## src/rtl/i2s_rx.sv

```systemverilog
// I2S receiver: oversamples sclk/lrck/adc on clk_74a, captures MSB-first
// channel words and presents complete stereo pairs with a slot-length check.
module i2s_rx #(
   parameter int unsigned SAMPLE_WIDTH = 16,
   parameter int unsigned SLOT_WIDTH   = 32
) (
   input  logic                    clk_74a,
   input  logic                    reset,
   input  logic                    audio_sclk,
   input  logic                    audio_lrck,
   input  logic                    audio_adc,
   output logic [SAMPLE_WIDTH-1:0] sample_left,
   output logic [SAMPLE_WIDTH-1:0] sample_right,
   output logic                    sample_valid,
   output logic                    frame_err,
   output logic                    locked
);

   localparam int unsigned CW = 6;
   localparam logic [CW-1:0] CNT_MAX  = '1;
   localparam logic [CW-1:0] CAP_LIM  = CW'(SAMPLE_WIDTH);
   localparam logic [CW:0]   SLOT_LEN = (CW+1)'(SLOT_WIDTH);

   localparam logic [1:0] SYNC  = 2'd0;
   localparam logic [1:0] LEFT  = 2'd1;
   localparam logic [1:0] RIGHT = 2'd2;

   logic [1:0] sclk_sync, lrck_sync, adc_sync;
   logic       sclk_prev;
   logic       rise, lr, d;

   logic [1:0] state, state_next;
   logic [CW-1:0] cnt;
   logic          lr_prev;
   logic [SAMPLE_WIDTH-1:0] capture, left_hold, cap_shift;
   logic          left_bad;
   logic          boundary, left_done, pair_done, slot_bad;

   // Two-flop synchronizers plus a registered rise detect; lr/d stay aligned with rise
   always_ff @(posedge clk_74a) begin
      if (reset) begin
         sclk_sync <= '0;
         lrck_sync <= '0;
         adc_sync  <= '0;
         sclk_prev <= 1'b0;
         rise      <= 1'b0;
         lr        <= 1'b0;
         d         <= 1'b0;
      end else begin
         sclk_sync <= {sclk_sync[0], audio_sclk};
         lrck_sync <= {lrck_sync[0], audio_lrck};
         adc_sync  <= {adc_sync[0], audio_adc};
         sclk_prev <= sclk_sync[1];
         rise      <= sclk_sync[1] & ~sclk_prev;
         lr        <= lrck_sync[1];
         d         <= adc_sync[1];
      end
   end

   // Next-state, word-boundary decode, shifted capture and slot-length check
   always_comb begin
      state_next = state;
      left_done  = 1'b0;
      pair_done  = 1'b0;
      boundary   = (lr != lr_prev);
      cap_shift  = capture;
      slot_bad   = (({1'b0, cnt} + (CW+1)'(1)) != SLOT_LEN);
      if (cnt < CAP_LIM) begin
         cap_shift = {capture[SAMPLE_WIDTH-2:0], d};
      end
      if (rise && boundary) begin
         case (state)
            SYNC:    if (!lr) state_next = LEFT;
            LEFT:    if (lr) begin
                        state_next = RIGHT;
                        left_done  = 1'b1;
                     end
            RIGHT:   if (!lr) begin
                        state_next = LEFT;
                        pair_done  = 1'b1;
                     end
            default: state_next = SYNC;
         endcase
      end
   end

   // State register
   always_ff @(posedge clk_74a) begin
      if (reset) state <= SYNC;
      else       state <= state_next;
   end

   // Bit counter, capture/holding registers and registered outputs
   always_ff @(posedge clk_74a) begin
      if (reset) begin
         cnt          <= '0;
         lr_prev      <= 1'b0;
         capture      <= '0;
         left_hold    <= '0;
         left_bad     <= 1'b0;
         sample_left  <= '0;
         sample_right <= '0;
         sample_valid <= 1'b0;
         frame_err    <= 1'b0;
         locked       <= 1'b0;
      end else begin
         sample_valid <= 1'b0;
         frame_err    <= 1'b0;
         locked       <= (state_next != SYNC);
         if (rise) begin
            lr_prev <= lr;
            if (boundary) begin
               cnt     <= '0;
               capture <= '0;
            end else begin
               cnt     <= (cnt == CNT_MAX) ? cnt : cnt + CW'(1);
               capture <= cap_shift;
            end
            if (left_done) begin
               left_hold <= cap_shift;
               left_bad  <= slot_bad;
            end
            if (pair_done) begin
               if (left_bad || slot_bad) begin
                  frame_err <= 1'b1;
               end else begin
                  sample_left  <= left_hold;
                  sample_right <= cap_shift;
                  sample_valid <= 1'b1;
               end
            end
         end
      end
   end

endmodule

```

## config.mk

```make
export PLATFORM = sky130hd
export DESIGN_NAME = i2s_rx
export DESIGN_NICKNAME = d
export VERILOG_FILES = /design/src/rtl/i2s_rx.sv
export SDC_FILE = /design/constraint.sdc
export NUM_CORES = 1
export LEC_CHECK = 0
export ABC_AREA = 1
export BUFFER_PORTS_ARGS = -buffer_cell sky130_fd_sc_hd__buf_2
export CORE_UTILIZATION = 44
export CTS_BUF_LIST = sky130_fd_sc_hd__clkbuf_2
export DETAILED_ROUTE_END_ITERATION = 6
export PLACE_DENSITY_LB_ADDON = 0.1
export SETUP_SLACK_MARGIN = 0.15
export SLEW_MARGIN = 30
export SYNTH_ARGS = -nofsm -noshare
export SYNTH_HDL_FRONTEND = slang
export SYNTH_SLANG_ARGS = --single-unit
```

## constraint.sdc

```tcl
create_clock -name clk_74a -period 2 [get_ports clk_74a]
set_input_delay 0.1 -clock clk_74a [delete_from_list [all_inputs] [get_ports clk_74a]]
set_output_delay 0.1 -clock clk_74a [all_outputs]
set_load 0.01 [all_outputs]
```

==> metrics, run 1 <==
clock tree root driver cell clkbuf_2; syn avg cell area between 7 and 8 um^2; Mapped Nets just over 500; vias in the first global route about 3000; nets between 500 and 600; Synth Area in Compound Gates between 10% and 20%; Adder-Cell Fraction of Synth Area less than 1%; RSZ-0062 raised after global routing false; worst hold path class input port to register; clock slew at reported path FFs around 0.25 ns; Crit Path Max Fanout 21; initial core utilization roughly 46%; antenna violations before repair 0; Worst Path Required 2.48 ns; Die ar. 8520 um^2; Initial DRC Count between 100 and 150; Yosys cell types 25; max-slew violations 0; Tcrit/Tclk final between 80% and 90%; Power Dens Cells 679 nW/um^2; DR DRC count 0; pre-CTS setup slack between 0.1 and 0.15 ns; Port-buffer cells 39; CTS buffer count 9; Detailed Place HPWL 4960 um; f_max ~0.60 GHz; Util after Layout between 50% and 60%; GR Util All Layers ~19%; leakage 0.00185 uW; relative slew slack between 60% and 70%; area leader, netlist dfxtp_1; max cap viols 0; CP Launch Type register; Post-Synth XOR/XNOR Area less than 1%; CP max-delay cell dfxtp_4; Final Setup Violations 0; ANT cells 0; sequential area share after synthesis between 40% and 50%; CTS H-Tree Depth 3; Critical Path, Cell by Cell ha_2 -> nand2_2 -> nand2_1 -> nand2_1 -> nor2_1 -> nand2_1 -> nor2_4 -> nand3_2 -> buf_4 -> nand2_1 -> nand2_1 -> nor2_1; worst slew pin tran 0.515 ns; via count around 3100; Synth-to-Final Area Change 13.5%; synth top area cells dfxtp_1, nand2_1, nor2_1; Skew-Pair Late Insertion Delay between 0.5 and 0.6 ns; routed length per instance between 10 and 15 um; combinational family with the most area after synthesis simple AND/OR/NAND/NOR gates; CORE AREA a little under 8000 um^2; Rows 32; DP Area 3890 um^2; Yosys reg bits between 80 and 90; most used cell, CP nand2_1; Longest Clk Path Bufs 2; grt total ovfl 0; Tmin final approximately 1.7 ns; filler instances 790; routability cong. approximately 0.81; clock sinks 87; skew final roughly 0.047 ns; Ys Warns 0; Post-Synth Simple-Gate Area between 20% and 30%; CTS tree built; WP data arrival 2.15 ns; largest net degree at the start of global routing 46; Ports 40; peak supply drop 350 uV; Top delay family on crit path simple AND/OR/NAND/NOR gates; design area 4070 um^2; die height approximately 92 um; CP Capture Type register; final setup TNS 0 ns; Buffers & Inverters on Critical Path 1; top-area cell type share of the netlist area 48.6%; synthesized area 3590 um^2; Routed WL 7620 um; mux cell area share after synthesis 0%; chip width just over 90 um; Crit path largest cell delay 0.40 ns; first-pass GRT wire length 13100 um; status complete, no violations; fin worst setup slack ~0.34 ns; Worst Setup Path Type register to register; ratio of cells with drive above 1 in the final layout 15.0%; Cells after Synth slightly above 500; DRT Pass-1 Iters 4; antenna viol nets, final 0; Final Hold Violating Endpoints 0; via density per instance 4.79
cell type report:
type / count / area (um^2) / area share (%)
Clock buffer: 9 / 45.0 / 1.11
Clock inverter: 7 / 78.8 / 1.94
Inverter: 70 / 263 / 6.46
Multi-Input combinational cell: 326 / 1470 / 36.1
Sequential cell: 87 / 1750 / 42.9
Tap cell: 102 / 128 / 3.14
Timing Repair Buffer: 55 / 339 / 8.33
power by group:
| group | internal [uW] | switching, uW | total [uW] | leakage, uW |
|---|---|---|---|---|
| Sequential | 1750 | 3.98 | 1750 | 0.000703 |
| Clock | 301 | 630 | 931 | 0.0000704 |
| Combinational | 26.4 | 54.9 | 81.4 | 0.00107 |
| Total | 2070 | 689 | 2760 | 0.00185 |
flip-flops by register name (all words and copies together) (netlist names), 2 cells and up:
register,count
state,2
lrck_sync,2
sample_right,16
cnt,6
left_hold,16
sclk_sync,2
sample_left,16
adc_sync,2
capture,16
what timing repair did:
item,4_1_cts,5_1_grt
hold buffers,3,0
hold endpoints to repair,3,0
endpoints found under the setup margin,0,33
resized for setup,0,6
buffers inserted,0,1
metrics by stage:
step | hold WS (ns) | total power (uW) | cells
global route | 0.00302 | 2870 | 656
floorplan | 0.207 | 1840 | 510
detailed placement | 0.308 | 1860 | 636
finish | 0.0487 | 2760 | 656
CTS | 0.0245 | 2790 | 655
global placement | 0.302 | 1860 | 636
synthesized netlist by cell type (all sizes together):
cell,number
o21ai,25
nor2,102
inv,70
dfxtp,87
a211oi,10
clkbuf,16
nand4,25
buf,11
a21oi,35
nand2,116
xor2,1
a31oi,1
o21bai,1
ha,2
nand3,6
nor3,2
placed cells by master, fill, tap and decap left out, drive strengths merged:
master | synthesis | layout
inv | 70 | 72
xor2 | 1 | 1
buf | 11 | 52
ha | 2 | 2
dfxtp | 87 | 87
nor2 | 102 | 102
clkbuf | 16 | 9
o21ai | 25 | 25
a21oi | 35 | 35
clkinv | 0 | 2
nand3 | 6 | 6
clkinvlp | 0 | 2
nand2 | 116 | 116
nand4 | 25 | 25
a211oi | 10 | 10
o21bai | 1 | 1
dlygate4sd3 | 0 | 3
bufinv | 0 | 1
nor3 | 2 | 2
a31oi | 1 | 1
worst reg2reg max path: stages, from the launching register on:
cell and delay (ns):
dfxtp_4 0.40, ha_2 0.20, nand2_2 0.09, nand2_1 0.07, nand2_1 0.04, nor2_1 0.13
nand2_1 0.10, nor2_4 0.11, nand3_2 0.06, buf_4 0.21, nand2_1 0.08, nand2_1 0.04
nor2_1 0.10
final timing paths:
kind         startpoint              end  slack [ns]  depth (start not counted)
max              cnt[1]  sample_right[7]        0.34                         12
min               reset   sample_left[9]        0.05                          4
max reg2reg      cnt[1]  sample_right[7]        0.34                         12
min reg2reg   sclk_prev             rise        0.41                          1
metal layers:
metal | up-vias | routed length, um | global-route usage [%]
met4 | 0 | 90 | 5.73
met5 | - | 0 | 0
li1 | 1671 | - | -
met3 | 6 | 275 | 4.02
met2 | 49 | 3720 | 35.2
met1 | 1414 | 3540 | 22.7
cell families after synthesis:
group / Yosys count
AOI/OAI and AO/OA: 72
DFF: 87
buffers and inverters: 97
adders and majority gates: 2
and+or+nand+nor: 251
xor gates and xnor gates: 1
Note: power is estimated with default switching activity, not from simulation.
==> run 2: changes to the inputs <==
clock period = 1.7 ns   (was 2 ns; I/O delays follow)
==> run 2 against run 1 <==
  * First-iteration DRC count increased by 22%
  * Worst setup slack got worse by 0.27 ns
  * Global-route usage increased by 0.55 points
  * Register-to-register slack got worse by 0.27 ns
  * Sequential share of layout area decreased by 1.6 points
  * Critical path depth decreased by 3
  * Cell count increased by 1.2%
  * Cell area increased by 4.1%
  * Fmax increased by 2.1%
  * Core utilization increased by 2.1 points
==> metrics, run 2 (synthesized netlist as in run 1, its figures left out) <==
GR Util All Layers 19.9% (+0.55 points); Levels on crit path 9 (-3); Final Setup Violations 0 (unchanged); FF+latch area 1750 um^2 (+0.29%); R2R depth 9 (-3); antenna violations before repair 0 (unchanged); CP Launch Type register; commonest non-fill, non-tap cell in the layout nand2_1; routability cong. 0.816 (+0.52%); filler instances 799 (+1.1%); Detailed Place HPWL 4940 um (-0.55%); Final Hold Violating Endpoints 0 (unchanged); Critical Path, Cell by Cell nand2_1 -> nor2_1 -> nor2_1 -> nor2_1 -> nand4_1 -> nor2_2 -> buf_12 -> nor2_1 -> nor2_1; ANT cells 0 (unchanged); nets 564 (+1.4%); Critical Path End sample_left[8]; Crit path largest cell delay 0.52 ns (+0.12 ns); Die ar. 8520 um^2 (unchanged); r2r setup slk 0.07 ns (-0.27 ns); relative slew slack 68.7% (+3.1 points); Power Dens Cells 790 nW/um^2 (+16%); antenna viol nets, final 0 (unchanged); clock slew at reported path FFs 0.24 ns (about the same); Tmin final 1.63 ns (-0.0347 ns); CTS buffer count 9 (unchanged); most frequent cells in the layout nand2_1, nor2_1, dfxtp_1; WP data arrival 2.12 ns (-0.03 ns); Crit Path Max Fanout 22 (+4.8%); Top delay family on crit path simple AND/OR/NAND/NOR gates; Initial DRC Count 164 (+22%); max-slew violations 0 (unchanged); Longest Clk Path Bufs 2 (unchanged); Buffers & Inverters on Critical Path 1 (unchanged); peak supply drop 393 uV (+12%); Rows 32 (unchanged); via count 3182 (+1.3%); FF-to-FF End sample_left[8]; CTS tree built; f_max 0.614 GHz (+2.1%); vias in the first global route 3138 (+6.4%); leakage 0.00193 uW (+4.3%); WHS 0.0765 ns (+0.0278 ns); CTS H-Tree Depth 3 (unchanged); most used cell, CP nor2_1; DRT Pass-1 Iters 4 (unchanged); chip width 92.3 um (unchanged); clock sinks 87 (unchanged); CP Capture Type register; Synth-to-Final Area Change 18.1%; RSZ-0062 raised after global routing true; max cap viols 0 (unchanged); CP max-delay cell dfxtp_1; status complete, no violations; Skew-Pair Late Insertion Delay 0.52 ns (-0.03 ns); skew final 0.0267 ns (-0.0208 ns); CORE AREA 7810 um^2 (unchanged); initial core utilization 45.9% (unchanged); Worst Path Required 2.19 ns (-0.29 ns); Critical path origin cnt[3]; Ports 40 (unchanged); R2R Path Start cnt[3]; Port-buffer cells 39 (unchanged); Worst Setup Path Type register to register; ratio of cells with drive above 1 in the final layout 18.5% (+3.5 points); design area 4240 um^2 (+4.1%); Routed WL 7620 um (unchanged); DP Area 3940 um^2 (+1.3%); area of the multi-input gates 1530 um^2 (+4.3%); die height 92.3 um (unchanged); worst slew pin tran 0.469 ns (-0.0456 ns); first-pass GRT wire length 13600 um (+3.8%); largest net degree at the start of global routing 46 (unchanged); Design Power 3350 uW (+21%); routed length per instance 11.5 um (-1.2%); clock tree root driver cell clkbuf_2; Tcrit/Tclk final 95.8% (+13 points); grt total ovfl 0 (unchanged); via density per instance 4.79 (+0.12%); DR DRC count 0 (unchanged); worst hold path class input port to register
==> run 2: changes by cell type in the layout (fill, tap and decap cells not counted), sizes merged <==
cell | previous run | this run
buf | 52 | 60
bufinv | 1 | 2
clkbuf | 9 | 11
inv | 72 | 71
clkinv | 2 | 1
clkinvlp | 2 | 1
==> run 2: how the worst min path moves through the flow <==
stage	start	endpoint	cells past startpoint
after global placement	audio_lrck	lrck_sync[0]	3
after CTS	reset	sample_left[12]	5
after global routing	reset	adc_sync[1]	3
final	reset	sample_left[12]	5
after detailed placement	audio_sclk	sclk_sync[0]	3
after floorplan	audio_adc	adc_sync[0]	2
==> run 2: worst reg2reg max path, cell delays in order (launching register included) <==
cell and delay [ns]:
dfxtp_1 0.52, nand2_1 0.12, nor2_1 0.12, nor2_1 0.05, nor2_1 0.15, nand4_1 0.15, nor2_2 0.18, buf_12 0.17
nor2_1 0.06, nor2_1 0.10
==> run 2: power by group <==
group	total, uW	internal [uW]	switching [uW]	leakage [uW]
logic	93.0	30.1	62.9	0.00114
clock network	1190	502	692	0.0000825
registers	2060	2050	5.19	0.000705
==> run 2: layout make-up <==
| class | count | area share [%] |
|---|---|---|
| Timing Repair Buffer | 63 | 9.98 |
| Multi-Input combinational cell | 326 | 36.2 |
| Sequential cell | 87 | 41.3 |
| Inverter | 70 | 6.26 |
| Tap cell | 102 | 3.01 |
| Clock buffer | 11 | 1.30 |
| Clock inverter | 5 | 1.92 |
==> run 2: per-stage QoR <==
stage	util (%)	setup WS (ns)	TNS, ns	instances
global route	54.3	-0.141	-2.41	664
floorplan	-	0.153	0	510
global placement	50.5	0.0524	0	639
CTS	53.7	0.0529	0	663
finish	54.3	0.0709	0	664
detailed placement	50.5	0.0389	0	639
==> run 2: layer usage <==
| layer | vias up | wire length [um] | GRT usage [%] |
|---|---|---|---|
| met3 | 12 | 244 | 3.45 |
| li1 | 1686 | - | - |
| met1 | 1440 | 3700 | 23.9 |
| met5 | - | 0 | 0 |
| met4 | 0 | 110 | 7.29 |
| met2 | 44 | 3570 | 35.4 |
==> run 2: repair_timing <==
item	CTS	global route
pin swaps	0	3
hold buffers	3	0
setup endpoints to repair	35	50
gates resized for setup	16	11
buffers inserted	4	1
gates cloned	1	0
hold endpoints to repair	3	0
